[src/rtl/rps_pkg.sv]
// Shared encodings, colours, FSM state type and the round judging helper
// for the rock-paper-scissors round sequencer.
package rps_pkg;

   // Choice encodings, shared by user input, computer input and ROM select
   localparam logic [1:0] ROCK    = 2'b00;
   localparam logic [1:0] SCISSOR = 2'b01;
   localparam logic [1:0] PAPER   = 2'b10;
   localparam logic [1:0] INVALID = 2'b11;

   // Round result encodings
   localparam logic [1:0] RES_NONE = 2'b00;
   localparam logic [1:0] RES_USER = 2'b01;
   localparam logic [1:0] RES_COM  = 2'b10;
   localparam logic [1:0] RES_DRAW = 2'b11;

   // Pixel colours: foreground, and the per-panel background
   localparam logic [2:0] FG      = 3'b111;
   localparam logic [2:0] BG_USER = 3'b010;
   localparam logic [2:0] BG_COM  = 3'b100;

   typedef enum logic [2:0] {
      IDLE,
      LATCH,
      JUDGE,
      DRAW_U,
      DRAW_C,
      DRAIN,
      DONE
   } state_t;

   // True when choice a beats choice b
   function automatic logic beats(input logic [1:0] a, input logic [1:0] b);
      return ((a == ROCK)    && (b == SCISSOR)) ||
             ((a == SCISSOR) && (b == PAPER))   ||
             ((a == PAPER)   && (b == ROCK));
   endfunction

endpackage

[src/rtl/rps_pixel_scanner.sv]
// Raster scanner for one panel: px runs fastest, py slowest, and a linear
// address tracks py*PANEL_W+px. Clear restarts the scan; at the last pixel
// the counters hold so the final address stays on the ROM port.
module rps_pixel_scanner
#(
   parameter int PANEL_W = 80,
   parameter int PANEL_H = 60
) (
   input  logic        clk,
   input  logic        reset_n,
   input  logic        clear,
   input  logic        enable,
   output logic [7:0]  px,
   output logic [6:0]  py,
   output logic [12:0] addr,
   output logic        last
);

   localparam logic [7:0] PX_LAST = 8'(PANEL_W - 1);
   localparam logic [6:0] PY_LAST = 7'(PANEL_H - 1);

   // Last-pixel flag, used by the controller to switch panels
   always_comb begin
      last = (px == PX_LAST) && (py == PY_LAST);
   end

   // Scan counters; address increments in step since px is the inner loop
   always_ff @(posedge clk) begin
      if (!reset_n || clear) begin
         px   <= '0;
         py   <= '0;
         addr <= '0;
      end else if (enable && !last) begin
         addr <= addr + 13'd1;
         if (px == PX_LAST) begin
            px <= '0;
            py <= py + 7'd1;
         end else begin
            px <= px + 8'd1;
         end
      end
   end

endmodule

[src/rtl/rps_round_sequencer.sv]
// Round controller: latches choices on go, judges the round, updates the
// saturating scores, then scans the user panel followed by the computer
// panel through the shared ROM and the single VGA plot port.
module rps_round_sequencer
   import rps_pkg::*;
#(
   parameter int PANEL_W  = 80,
   parameter int PANEL_H  = 60,
   parameter int PANEL_Y0 = 30,
   parameter int ROM_LAT  = 1,
   parameter int SCORE_W  = 8
) (
   input  logic               CLOCK_50,
   input  logic               reset_n,
   input  logic               go,
   input  logic [1:0]         user_choice,
   input  logic [1:0]         com_choice,
   output logic [12:0]        rom_addr,
   output logic [1:0]         rom_sel,
   input  logic               rom_q,
   output logic [7:0]         vga_x,
   output logic [6:0]         vga_y,
   output logic [2:0]         vga_colour,
   output logic               vga_plot,
   output logic [SCORE_W-1:0] user_score,
   output logic [SCORE_W-1:0] com_score,
   output logic [1:0]         com_shown,
   output logic [1:0]         result,
   output logic               busy,
   output logic               done
);

   localparam logic [1:0] DRAIN_LAST = 2'(ROM_LAT - 1);

   state_t state;
   state_t state_next;

   logic [1:0] u_lat;
   logic [1:0] drain_cnt;

   // Scanner control and stage-0 pixel descriptors
   logic        scan_clear;
   logic        scan_enable;
   logic [7:0]  scan_px;
   logic [6:0]  scan_py;
   logic        scan_last;
   logic        pix_valid;
   logic        pix_com;
   logic [7:0]  pix_x;
   logic [6:0]  pix_y;

   // Delay line aligning coordinates with the ROM read data
   logic [7:0] x_pipe     [ROM_LAT];
   logic [6:0] y_pipe     [ROM_LAT];
   logic       valid_pipe [ROM_LAT];
   logic       com_pipe   [ROM_LAT];

   rps_pixel_scanner #(
      .PANEL_W (PANEL_W),
      .PANEL_H (PANEL_H)
   ) u_scanner (
      .clk     (CLOCK_50),
      .reset_n (reset_n),
      .clear   (scan_clear),
      .enable  (scan_enable),
      .px      (scan_px),
      .py      (scan_py),
      .addr    (rom_addr),
      .last    (scan_last)
   );

   // State register
   always_ff @(posedge CLOCK_50) begin
      if (!reset_n) begin
         state <= IDLE;
      end else begin
         state <= state_next;
      end
   end

   // Next-state logic; go only matters in IDLE
   always_comb begin
      state_next = state;
      case (state)
         IDLE:    if (go) state_next = LATCH;
         LATCH:   state_next = (user_choice == INVALID) ? DONE : JUDGE;
         JUDGE:   state_next = DRAW_U;
         DRAW_U:  if (scan_last) state_next = DRAW_C;
         DRAW_C:  if (scan_last) state_next = DRAIN;
         DRAIN:   if (drain_cnt == DRAIN_LAST) state_next = DONE;
         DONE:    state_next = IDLE;
         default: state_next = IDLE;
      endcase
   end

   // State-decoded outputs and scanner control
   always_comb begin
      busy        = (state != IDLE);
      done        = (state == DONE);
      scan_enable = (state == DRAW_U) || (state == DRAW_C);
      pix_valid   = scan_enable;
      pix_com     = (state == DRAW_C);
      // Restart before the user panel and again at the panel handover
      scan_clear  = (state == JUDGE) || ((state == DRAW_U) && scan_last);
      pix_x       = pix_com ? (8'(PANEL_W) + scan_px) : scan_px;
      pix_y       = 7'(PANEL_Y0) + scan_py;
   end

   // Latch both choices; an invalid computer choice is shown as rock
   always_ff @(posedge CLOCK_50) begin
      if (!reset_n) begin
         u_lat     <= ROCK;
         com_shown <= ROCK;
      end else if (state == LATCH) begin
         u_lat     <= user_choice;
         com_shown <= (com_choice == INVALID) ? ROCK : com_choice;
      end
   end

   // Judge the round and bump the winner's score, saturating at all-ones
   always_ff @(posedge CLOCK_50) begin
      if (!reset_n) begin
         result     <= RES_NONE;
         user_score <= '0;
         com_score  <= '0;
      end else if ((state == LATCH) && (user_choice == INVALID)) begin
         result <= RES_NONE;
      end else if (state == JUDGE) begin
         if (beats(u_lat, com_shown)) begin
            result <= RES_USER;
            if (user_score != '1) user_score <= user_score + 1'b1;
         end else if (u_lat == com_shown) begin
            result <= RES_DRAW;
         end else begin
            result <= RES_COM;
            if (com_score != '1) com_score <= com_score + 1'b1;
         end
      end
   end

   // Image select follows the panel being scanned and holds afterwards
   always_ff @(posedge CLOCK_50) begin
      if (!reset_n) begin
         rom_sel <= ROCK;
      end else if (state == JUDGE) begin
         rom_sel <= u_lat;
      end else if ((state == DRAW_U) && scan_last) begin
         rom_sel <= com_shown;
      end
   end

   // Drain counter lets the last ROM reads reach the plot port
   always_ff @(posedge CLOCK_50) begin
      if (!reset_n || (state != DRAIN)) begin
         drain_cnt <= '0;
      end else begin
         drain_cnt <= drain_cnt + 2'd1;
      end
   end

   // Pixel delay line, ROM_LAT stages deep
   always_ff @(posedge CLOCK_50) begin
      if (!reset_n) begin
         for (int i = 0; i < ROM_LAT; i++) begin
            x_pipe[i]     <= '0;
            y_pipe[i]     <= '0;
            valid_pipe[i] <= 1'b0;
            com_pipe[i]   <= 1'b0;
         end
      end else begin
         x_pipe[0]     <= pix_x;
         y_pipe[0]     <= pix_y;
         valid_pipe[0] <= pix_valid;
         com_pipe[0]   <= pix_com;
         for (int i = 1; i < ROM_LAT; i++) begin
            x_pipe[i]     <= x_pipe[i-1];
            y_pipe[i]     <= y_pipe[i-1];
            valid_pipe[i] <= valid_pipe[i-1];
            com_pipe[i]   <= com_pipe[i-1];
         end
      end
   end

   // Plot port driven from the end of the delay line; colour is black when idle
   always_comb begin
      vga_x    = x_pipe[ROM_LAT-1];
      vga_y    = y_pipe[ROM_LAT-1];
      vga_plot = valid_pipe[ROM_LAT-1];
      if (!vga_plot) begin
         vga_colour = 3'b000;
      end else if (rom_q) begin
         vga_colour = FG;
      end else begin
         vga_colour = com_pipe[ROM_LAT-1] ? BG_COM : BG_USER;
      end
   end

endmodule
[config.mk]
export PLATFORM = sky130hd
export DESIGN_NAME = rps_round_sequencer
export DESIGN_NICKNAME = d
export VERILOG_FILES = /design/src/rtl/rps_pkg.sv /design/src/rtl/rps_pixel_scanner.sv /design/src/rtl/rps_round_sequencer.sv
export SDC_FILE = /design/constraint.sdc
export NUM_CORES = 1
export LEC_CHECK = 0
export ABC_AREA = 1
export CORE_MARGIN = 10
export CORE_UTILIZATION = 36
export CTS_BUF_LIST = sky130_fd_sc_hd__clkbuf_2
export CTS_CLUSTER_DIAMETER = 40
export DETAILED_ROUTE_END_ITERATION = 16
export GPL_TIMING_DRIVEN = 0
export PLACE_DENSITY = 0.63
export SLEW_MARGIN = 20
export SYNTH_ARGS = -nofsm -noshare
export SYNTH_HDL_FRONTEND = slang
export SYNTH_SLANG_ARGS = --single-unit
[constraint.sdc]
create_clock -name CLOCK_50 -period 1.6 [get_ports CLOCK_50]
set_input_delay 0.32 -clock CLOCK_50 [delete_from_list [all_inputs] [get_ports CLOCK_50]]
set_output_delay 0.32 -clock CLOCK_50 [all_outputs]
set_load 0.02 [all_outputs]
==> results.sh <==
export IMPL_fin_crit_sh_pct=99.4
export IMPL_cp_end_kind="output pin"
export IMPL_synthTopCellsByCount="152 x nand2_1, 79 x nor2_1, 74 x dfxtp_1"
export IMPL_pwr_share_clk_pct=21.5
export IMPL_cts_buffers=9
export IMPL_ys_flop_type="dfxtp_1"
export IMPL_critPathMaxFanout=6
export IMPL_synth_seq_area_share_pct=37.8
export IMPL_drive_gt1_share_pct=30.8
export IMPL_synth_distinct_cells=35
export IMPL_first_pass_iters=4
export IMPL_vias_per_cell=4.70
export IMPL_grt_pass1_vias=3681
export IMPL_syn_nets=582
export IMPL_coreArea_sq_um=10700
export IMPL_filler_cell_count=1082
export IMPL_die_height_microns=124
export IMPL_rows=38
export IMPL_clkLatencyLatePin_ns=0.52
export IMPL_grt_ovfl_total=0
export IMPL_drc=0
export IMPL_cts_reportedPaths_clkPinSlew_ns=0.20
export IMPL_stdcell_count=828
export IMPL_antenna_cells=0
export IMPL_rr_worst_depth=9
export IMPL_ys_ff_latch=74
export IMPL_power_total_uw=6170
export IMPL_r2r_end="u_scanner.px[1]$_SDFFE_PP0P_"
export IMPL_cts_sinks=74
export IMPL_grt_max_degree=13
export IMPL_hold_class="input pin to flop"
export IMPL_initial_core_util_pct=36.5
export IMPL_power_switching_uw=2340
export IMPL_rsz0062_at_grt="true"
export IMPL_synth_area_top_cells="dfxtp_1 38%, nand2_1 15%, nor2_1 7.6%"
export IMPL_final_setup_skew_ns=0.0344
export IMPL_hold_depth=3
export IMPL_fin_util_pct=51.2
export IMPL_die_x_microns=124
export IMPL_yosysTopAreaCell="dfxtp_1"
export IMPL_swShare_pct=37.9
export IMPL_wirelength_microns=10700
export IMPL_io_buffers=62
export IMPL_fmax_mhz=629
export IMPL_fin_tns_setup_ns=0
export IMPL_critical_path_arrival_ns=1.27
export IMPL_hpwl_microns=7340
export IMPL_powerDensity_nw_per_um2=1120
export IMPL_cts_max_level=3
export IMPL_antenna_found_initial=0
export IMPL_synth_async_sr_flop_share_pct=0
export IMPL_seqPwrFrac_pct=36.4
export IMPL_nNetsFinal=701
export IMPL_hold_viol=0
export IMPL_syn_to_final_growth_pct=40.3
export IMPL_syn_inst=564
export IMPL_synth_top_area_share_pct=37.8
export IMPL_slew_headroom_pct=61.1
export IMPL_drt_iter0_markers=218
export IMPL_grt_pass1_wl_microns=17400
export IMPL_power_static_leakage_uw=0.00243
export IMPL_maxCapViolCount=0
export IMPL_cts_tree="built"
export IMPL_ir_drop_mv=0.572
export IMPL_pwr_share_comb_pct=42.0
export IMPL_die_area_sq_um=15500
export IMPL_cp_required_ns=1.28
export IMPL_setup_violations=0
export IMPL_worst_pin_slew_ns=0.584
export IMPL_io_pin_count=64
export IMPL_ff2ff_setup_slack_ns=0.04
export IMPL_synth_edf_count=0
export IMPL_place_gp_congestion=0.854
export IMPL_cts_hold_buf=0
export IMPL_drtAntennaViolNets=0
export IMPL_grt_usage_pct=12.9
export IMPL_dp_cells=766
export IMPL_vias=3895
export IMPL_syn_avg_cell_area_sq_um=6.95
export IMPL_layout_min_cycle_time_ns=1.59
export IMPL_finalMaxSlewViolations=0
export IMPL_drt_wirelength_per_cell_microns=12.9
export IMPL_ys_warn_count=0
export IMPL_syn_area_sq_um=3920
export IMPL_outcome="finished, final reports clean"
export IMPL_min_to="x_pipe[0][7]$_SDFF_PN0_"
export IMPL_r2r_start="u_scanner.px[4]$_SDFFE_PP0P_"
export IMPL_whs_ns=0.300
export IMPL_hp_start="reset_n"
export IMPL_p_int_uw=3830
export IMPL_yosysMostFrequentCell="nand2_1"
export IMPL_start_kind="flop"
export IMPL_clk_path_buf_depth=2
export IMPL_cts_root_buf="clkbuf_2"
export IMPL_critPathKind="flop to output pin"
[worst max path at each step]
stage / startpoint / to / slack, ns
6_report: state[2]$_SDFFE_PN0P_ / done / 0.01
5_1_grt: state[2]$_SDFFE_PN0P_ / done / -0.11
4_1_cts: state[2]$_SDFFE_PN0P_ / done / -0.12
3_5_place_dp: reset_n / valid_pipe[0]$_DFF_P_ / -0.35
3_3_place_gp: reset_n / com_pipe[0]$_DFF_P_ / -0.36
2_1_floorplan: user_score[1]$_SDFFE_PN0P_ / user_score[6]$_SDFFE_PN0P_ / 0.007
[layout make-up]
type	instances	area (sq um)	area share, %
buffer	15	124	2.25
clock buffer	10	50.0	0.911
clock inverter	6	105	1.91
inverter	66	258	4.69
multi-input combinational	408	2200	40.0
sequential	74	1610	29.3
tap	140	175	3.19
timing repair buffer	109	975	17.7
[flip-flops by register name, indices dropped and copies added (netlist names), 3 cells and up]
name and flops:
user_score 8, com_score 8, y_pipe 7, x_pipe 8, state 3, u_scanner.py 7, u_scanner.px 8, u_scanner.addr 13
[critical path, cell delays in order, from the launching register on]
cell and delay, ns:
dfxtp_2 0.36, buf_6 0.12, nand2_4 0.06, nor2_4 0.10
buf_6 0.12
[kinds of logic (layout without fill, tap and decap cells)]
| kind of cell | Yosys count | count (layout) | synth area share (%) |
|---|---|---|---|
| buffers and inverters | 82 | 206 | 9.39 |
| DFF | 74 | 74 | 37.8 |
| AOI/OAI and AO/OA | 71 | 71 | 10.0 |
| xor gates and xnor gates | 18 | 18 | 4.02 |
| adders and majority gates | 10 | 10 | 3.19 |
| and+or+nand+nor | 309 | 309 | 35.5 |
[placed cells by master, fill, tap and decap left out, drive strengths merged, types with 4 or more instances in the layout]
cell,instances
nand2,156
nor2,83
dfxtp,74
buf,67
inv,66
a21oi,51
nand3,34
clkdlybuf4s15,30
clkbuf,25
nand4,23
o21ai,16
xor2,14
ha,10
nor3,7
clkdlybuf4s50,6
dlygate4sd2,6
xnor2,4
[power by group through the flow]
stage                     Sequential, uW  Clock (uW)  Combinational, uW
after floorplan                     2350           0               1280
after global placement              2250           0               2020
after detailed placement            2250           0               2040
after CTS                           2270        1370               2080
after global routing                2280        1450               2830
final                               2250        1330               2600
[metrics by stage]
step                instance area [sq um]  worst slack (ns)
floorplan                            3920           0.00663
global placement                     4710            -0.359
detailed placement                   4710            -0.347
CTS                                  5030            -0.119
global route                         5500            -0.108
finish                               5500            0.0102
[repair_timing]
item                                    in CTS  in global routing
gates resized for setup                    190                102
pin swaps                                    7                 15
endpoints found under the hold margin        0                  0
endpoints found under the setup margin      97                100
buffers inserted                             9                 36
cloned                                       0                  2
[layer usage]
metal  up-vias  share of wire [%]  track usage, %
li1       2040                  -               -
met1      1775                 47            16.1
met2        74                 47            20.5
met3         6                5.4            4.77
met4         0               0.92            3.36
met5         -                  0               0
Note: power is estimated with default switching activity, not from simulation.
